==> src/rtl/cti8_alu_pkg.sv <==
// Shared definitions for the 8-bit ALU and the multi-byte sequencer that drives it:
// opcode values, sequencer state encoding and small helpers.
package cti8_alu_pkg;

  // ALU opcodes
  localparam logic [3:0] OP_ADD  = 4'h0;
  localparam logic [3:0] OP_SUB  = 4'h1;
  localparam logic [3:0] OP_AND  = 4'h2;
  localparam logic [3:0] OP_OR   = 4'h3;
  localparam logic [3:0] OP_XOR  = 4'h4;
  localparam logic [3:0] OP_ROL1 = 4'h5;
  localparam logic [3:0] OP_ROR1 = 4'h6;
  localparam logic [3:0] OP_INC  = 4'h7;
  localparam logic [3:0] OP_DEC  = 4'h8;
  localparam logic [3:0] OP_CPL  = 4'h9;
  localparam logic [3:0] OP_SWAP = 4'hA;
  localparam logic [3:0] OP_PASS = 4'hB;
  localparam logic [3:0] OP_DAA  = 4'hC;
  localparam logic [3:0] OP_DAAS = 4'hD;

  // Sequencer states
  typedef enum logic [1:0] {
    ST_IDLE = 2'd0,
    ST_RUN  = 2'd1,
    ST_DONE = 2'd2
  } seq_state_t;

  // Only the carry-chaining opcodes make sense across several bytes
  function automatic logic seq_supported(input logic [3:0] code);
    return (code == OP_ADD) || (code == OP_SUB) ||
           (code == OP_ROL1) || (code == OP_ROR1);
  endfunction

  // Pick little-endian byte 'sel' out of a 32-bit word
  function automatic logic [7:0] byte_of(input logic [31:0] word, input logic [1:0] sel);
    return word[{sel, 3'b000} +: 8];
  endfunction

endpackage

==> src/rtl/alu_seq.sv <==
// Multi-byte sequencer: walks a 1-4 byte operation through an external
// combinational 8-bit ALU one byte per cycle, chaining the carry between bytes.
module alu_seq
  import cti8_alu_pkg::*;
(
  input  logic        clk,
  input  logic        rst,
  input  logic        start,
  input  logic [3:0]  op,
  input  logic [1:0]  len,
  input  logic        cin,
  input  logic [31:0] opa,
  input  logic [31:0] opb,
  output logic [7:0]  alu_a,
  output logic [7:0]  alu_b,
  output logic [3:0]  alu_op,
  output logic        alu_cin,
  output logic        alu_hc,
  output logic        alu_oe,
  input  logic [7:0]  alu_result,
  input  logic        alu_c,
  input  logic        alu_v,
  input  logic        alu_h,
  output logic        busy,
  output logic        done,
  output logic        err,
  output logic [31:0] result,
  output logic        flag_c,
  output logic        flag_v,
  output logic        flag_h,
  output logic        flag_z,
  output logic        flag_n
);

  seq_state_t  state;
  logic [3:0]  op_q;
  logic [1:0]  len_q;
  logic [31:0] opa_q;
  logic [31:0] opb_q;
  logic        carry;
  logic [1:0]  idx;

  logic        run;
  logic        is_shift;
  logic        last_byte;
  logic [31:0] res_next;

  assign run      = (state == ST_RUN);
  assign is_shift = (op_q == OP_ROL1) || (op_q == OP_ROR1);
  // ROR1 walks from the top byte down, everything else from byte 0 up
  assign last_byte = (op_q == OP_ROR1) ? (idx == 2'd0) : (idx == len_q);

  // ALU drive is only live while running; shifts take no second operand
  assign alu_a   = run ? byte_of(opa_q, idx) : 8'h00;
  assign alu_b   = (run && !is_shift) ? byte_of(opb_q, idx) : 8'h00;
  assign alu_op  = run ? op_q : 4'h0;
  assign alu_cin = run & carry;
  assign alu_hc  = 1'b0;
  assign alu_oe  = run;

  // Result as it will look once the current ALU byte is written back
  always_comb begin
    res_next = result;
    res_next[{idx, 3'b000} +: 8] = alu_result;
  end

  // Sequencer FSM with registered status, result and flags
  always_ff @(posedge clk) begin
    if (rst) begin
      state  <= ST_IDLE;
      op_q   <= 4'h0;
      len_q  <= 2'd0;
      opa_q  <= 32'h0;
      opb_q  <= 32'h0;
      carry  <= 1'b0;
      idx    <= 2'd0;
      busy   <= 1'b0;
      done   <= 1'b0;
      err    <= 1'b0;
      result <= 32'h0;
      flag_c <= 1'b0;
      flag_v <= 1'b0;
      flag_h <= 1'b0;
      flag_z <= 1'b0;
      flag_n <= 1'b0;
    end else begin
      done <= 1'b0;
      err  <= 1'b0;
      case (state)
        ST_IDLE: begin
          if (start) begin
            if (seq_supported(op)) begin
              op_q   <= op;
              len_q  <= len;
              opa_q  <= opa;
              opb_q  <= opb;
              carry  <= cin;
              idx    <= (op == OP_ROR1) ? len : 2'd0;
              result <= 32'h0;
              flag_c <= 1'b0;
              flag_v <= 1'b0;
              flag_h <= 1'b0;
              flag_z <= 1'b0;
              flag_n <= 1'b0;
              busy   <= 1'b1;
              state  <= ST_RUN;
            end else begin
              err <= 1'b1;
            end
          end
        end
        ST_RUN: begin
          result <= res_next;
          carry  <= alu_c;
          idx    <= (op_q == OP_ROR1) ? (idx - 2'd1) : (idx + 2'd1);
          if (last_byte) begin
            // Bytes above len were cleared at start, so a whole-word test is enough for Z
            flag_c <= alu_c;
            flag_v <= is_shift ? 1'b0 : alu_v;
            flag_h <= is_shift ? 1'b0 : alu_h;
            flag_z <= (res_next == 32'h0);
            flag_n <= res_next[{len_q, 3'b111}];
            busy   <= 1'b0;
            done   <= 1'b1;
            state  <= ST_DONE;
          end
        end
        ST_DONE: begin
          state <= ST_IDLE;
        end
        default: begin
          state <= ST_IDLE;
        end
      endcase
    end
  end

endmodule

==> config.mk <==
export PLATFORM = sky130hd
export DESIGN_NAME = alu_seq
export DESIGN_NICKNAME = d
export VERILOG_FILES = /design/src/rtl/cti8_alu_pkg.sv /design/src/rtl/alu_seq.sv
export SDC_FILE = /design/constraint.sdc
export NUM_CORES = 1
export LEC_CHECK = 0
export CAP_MARGIN = 20
export CORE_MARGIN = 4
export CORE_UTILIZATION = 48
export DETAILED_ROUTE_END_ITERATION = 12
export MAX_ROUTING_LAYER = met4
export PLACE_DENSITY = 0.89
export SYNTH_ARGS = -nofsm -noshare
export SYNTH_HDL_FRONTEND = slang
export SYNTH_SLANG_ARGS = --single-unit
==> constraint.sdc <==
create_clock -name clk -period 3.4 [get_ports clk]
set_clock_uncertainty 0.1 [all_clocks]
set_input_delay 0.34 -clock clk [delete_from_list [all_inputs] [get_ports clk]]
set_output_delay 0.34 -clock clk [all_outputs]
set_load 0.005 [all_outputs]
==> impl_summary.txt <==
----------------------------------------------------
[Outcome]
  Run status ... finished clean

[Drt]
  Post-detailed-route DRC marker count ... 0
  Drt first pass iters ... 7
  Routed len/inst ... 17.2 um
  Detailed-route vias per instance ... 5.65
  Number of vias after detailed routing ... 4984
  Iteration-0 DRC count of the detailed router ... 400
  Routed wire length ... roughly 15 mm
  Antenna-violating nets left ... 0

[Global route]
  Largest net degree at the start of global routing ... between 100 and 150
  Wire length of the first global-routing pass ... roughly 25 mm
  GRT Resource Usage Total ... approximately 25%
  Total overflow reported by the global router ... 0
  Vias in the first global route ... 5023
  Antenna violations before repair ... 0

[Logic synthesis]
  Register area share after synthesis ... 45.0%
  Post-Synthesis Cells ... 604
  Synth top area cells ... sky130_fd_sc_hd__dfxtp_1, sky130_fd_sc_hd__nand2_1, sky130_fd_sc_hd__a21oi_1
  Fraction of registers with async set/reset ... 0%
  Synth Cell Area ... 0.00512 mm^2
  EDFF count, synth ... 0
  Post-synthesis cell type count ... 55
  Total nets after synthesis ... 694
  Area share of the leading cell type in the synthesized netlist ... 45.0%
  Register bit count reported by yosys ... 115
  Cell type with the highest aggregate area in the netlist ... sky130_fd_sc_hd__dfxtp_1
  Average footprint of a synthesized cell ... 8.48 um^2
  Main synth FF type ... sky130_fd_sc_hd__dfxtp_1
  Warning count from the yosys run ... 0

[STA]
  Worst slew pin tran ... 888 ps
  Setup violators final ... 0
  Worst max-slew margin expressed relative to the limit ... 40.2%
  Unrepaired setup endpoints after global routing ... false
  Crit share post-route ... 88.0%
  Slack of the critical path ... between 400 and 500 ps
  Final hold violations ... 0
  Achievable clock frequency ... 0.334 GHz
  Slew Viols, Final ... 0
  Time the worst path needs with I/O delays and setup ... 2990 ps
  Total Neg Setup Slack ... 0 ps

[CTS]
  Clock transition at the register clock pins on the worst setup and hold paths after CTS ... 60 ps
  Cts-stage hold buffer count ... 0
  Total of cells resized after clock tree synthesis ... 0
  Postcts setup bufs ... 0
  Clock buffers created by TritonCTS ... 17
  Later-pin clock latency in the skew report ... 500 ps
  Buffer cell driving the clock tree root ... sky130_fd_sc_hd__clkbuf_8
  H-Tree Depth ... 4
  Clock sink count ... 115
  Clock tree from TritonCTS ... done
  CTS max path bufs ... 2

[Worst setup path]
  Largest stage delay on the critical path ... about 530 ps
  Flop2flop setup slack ... 830 ps
  Worst path required time ... 2960 ps
  R2r worst-path depth ... 7
  Element type at the critical path start ... flop
  Crit Path Category ... reg -> out
  Cell with the largest stage delay on the worst path ... sky130_fd_sc_hd__clkdlybuf4s50_1
  Kind of end point of the critical path ... output port
  Maximum fanout along the worst path ... 15
  CP Data Arrival Time ... 2550 ps
  Crit path cell chain ... nand2b_1 > inv_1 > nand2_1 > nor2b_1 > clkdlybuf4s50_1

[Die]
  Std-Cell Rows ... 37
  Overall die height ... 111 um
  Number of top-level pins ... 148
  Placeable core region ... 0.0104 mm^2
  Die area ... roughly 0.012 mm^2
  Width of the chip ... 111 um
  Starting density of the core ... between 40% and 50%

[Place]
  Worst setup slack before clock tree synthesis ... 647 ps
  Final GP Congestion ... 0.954
  Port-buffer cells ... 146
  Dpl cells ... 849
  HPWL after detailed placement ... 10.4 mm

[Hold path]
  Min-Delay Path Depth ... 2
  Hold crit path type ... in -> reg

[Finish]
  Layout overhead on the synthesized area ... 41.5%
  Fin cells ... 882
  Total inserted antenna cells ... 0
  Top library cells by usage in the layout, fill and taps aside ... sky130_fd_sc_hd__clkdlybuf4s50_1, sky130_fd_sc_hd__nand2_1, sky130_fd_sc_hd__dfxtp_1
  Final layout net count ... 823
  Share of cells above drive strength 1 ... 9.25%
  Most common cell after layout, fill and taps aside ... sky130_fd_sc_hd__clkdlybuf4s50_1
  Fill cell instance count of the final layout ... 762

[Job]
  Max-Cap Viols ... 0

[Pwr]
  Static Leak ... 2.50 nW
  Post-route total power ... 0.00350 W
  Max IR drop VDD ... 340 uV
  Cell area power density ... a little under 500 mW/mm^2

----------------------------------------------------
cell usage after synthesis, drive strengths merged (6+ instances only):
master and number:
inv 8, clkbuf 27, nand2 140, nor2 50, dfxtp 115, a32oi 7, a22oi 21, nor4 8
nor3 7, buf 17, nand3 6, a31oi 13, o21ai 6, nor2b 27, mux4 17, a21oi 77
critical path, delay by kind of cell (launching register included):
| family | cells | cell delay, ps |
|---|---|---|
| buf+inv | 2 | 920 |
| simple gates | 3 | 720 |
| flops | 1 | 410 |
layout make-up:
| type | count | area [um^2] | area share, % |
|---|---|---|---|
| clock buffers | 20 | 435 | 6.01 |
| clock inverters | 12 | 133 | 1.83 |
| inverters | 9 | 33.8 | 0.466 |
| multi-input cells | 436 | 2610 | 36.0 |
| flip-flops and latches | 115 | 2300 | 31.8 |
| well taps | 136 | 170 | 2.35 |
| repair buffers | 154 | 1560 | 21.6 |
metrics by stage:
| step | hold slack (ps) | area, um^2 | util (%) |
|---|---|---|---|
| after CTS | 265 | 7220 | 69.6 |
| final | 146 | 7250 | 69.9 |
| after global placement | 338 | 6650 | 64.1 |
| after detailed placement | 346 | 6650 | 64.1 |
| after global routing | 158 | 7250 | 69.9 |
| after floorplan | 333 | 5120 | - |
path summary, 6_finish.rpt:
kind | startpoint | endpoint
worst max-delay path | state[0] | alu_b[7]
worst max register to register | idx[0] | flag_z
worst min-delay path | rst | result[31]
worst min register to register | opb_q[31] | opb_q[31]
power by group:
group          leakage, nW  switching [W]  internal, W
Combinational         1.30       0.000205     0.000197
Clock                0.271       0.000622      0.00106
Sequential           0.932      0.0000259      0.00139
logic make-up after synthesis:
kind of cell,synth area share [%]
mux,8.09
fa+ha+maj,1.22
buf+inv,4.25
xor+xnor,1.00
other cells,0.0732
flops,45.0
compound gates,16.6
simple gates,23.8
flip-flops by register name, summed over array words and instances, names as in the netlist, 2 cells and up:
| signal | cells |
|---|---|
| result | 32 |
| opa_q | 32 |
| idx | 2 |
| state | 2 |
| opb_q | 32 |
| len_q | 2 |
| op_q | 4 |
routing by layer:
layer  up-vias  share of wire (%)  track usage [%]  wire, um
li1       2362                  -                -         -
met1      2371                 41             29.5      6200
met2       229                 51             41.7      7680
met3        22                6.8             5.02      1040
met4         0                1.6             8.76       250
met5         -                  0                -         0
Power figures use the tool's default switching activity.
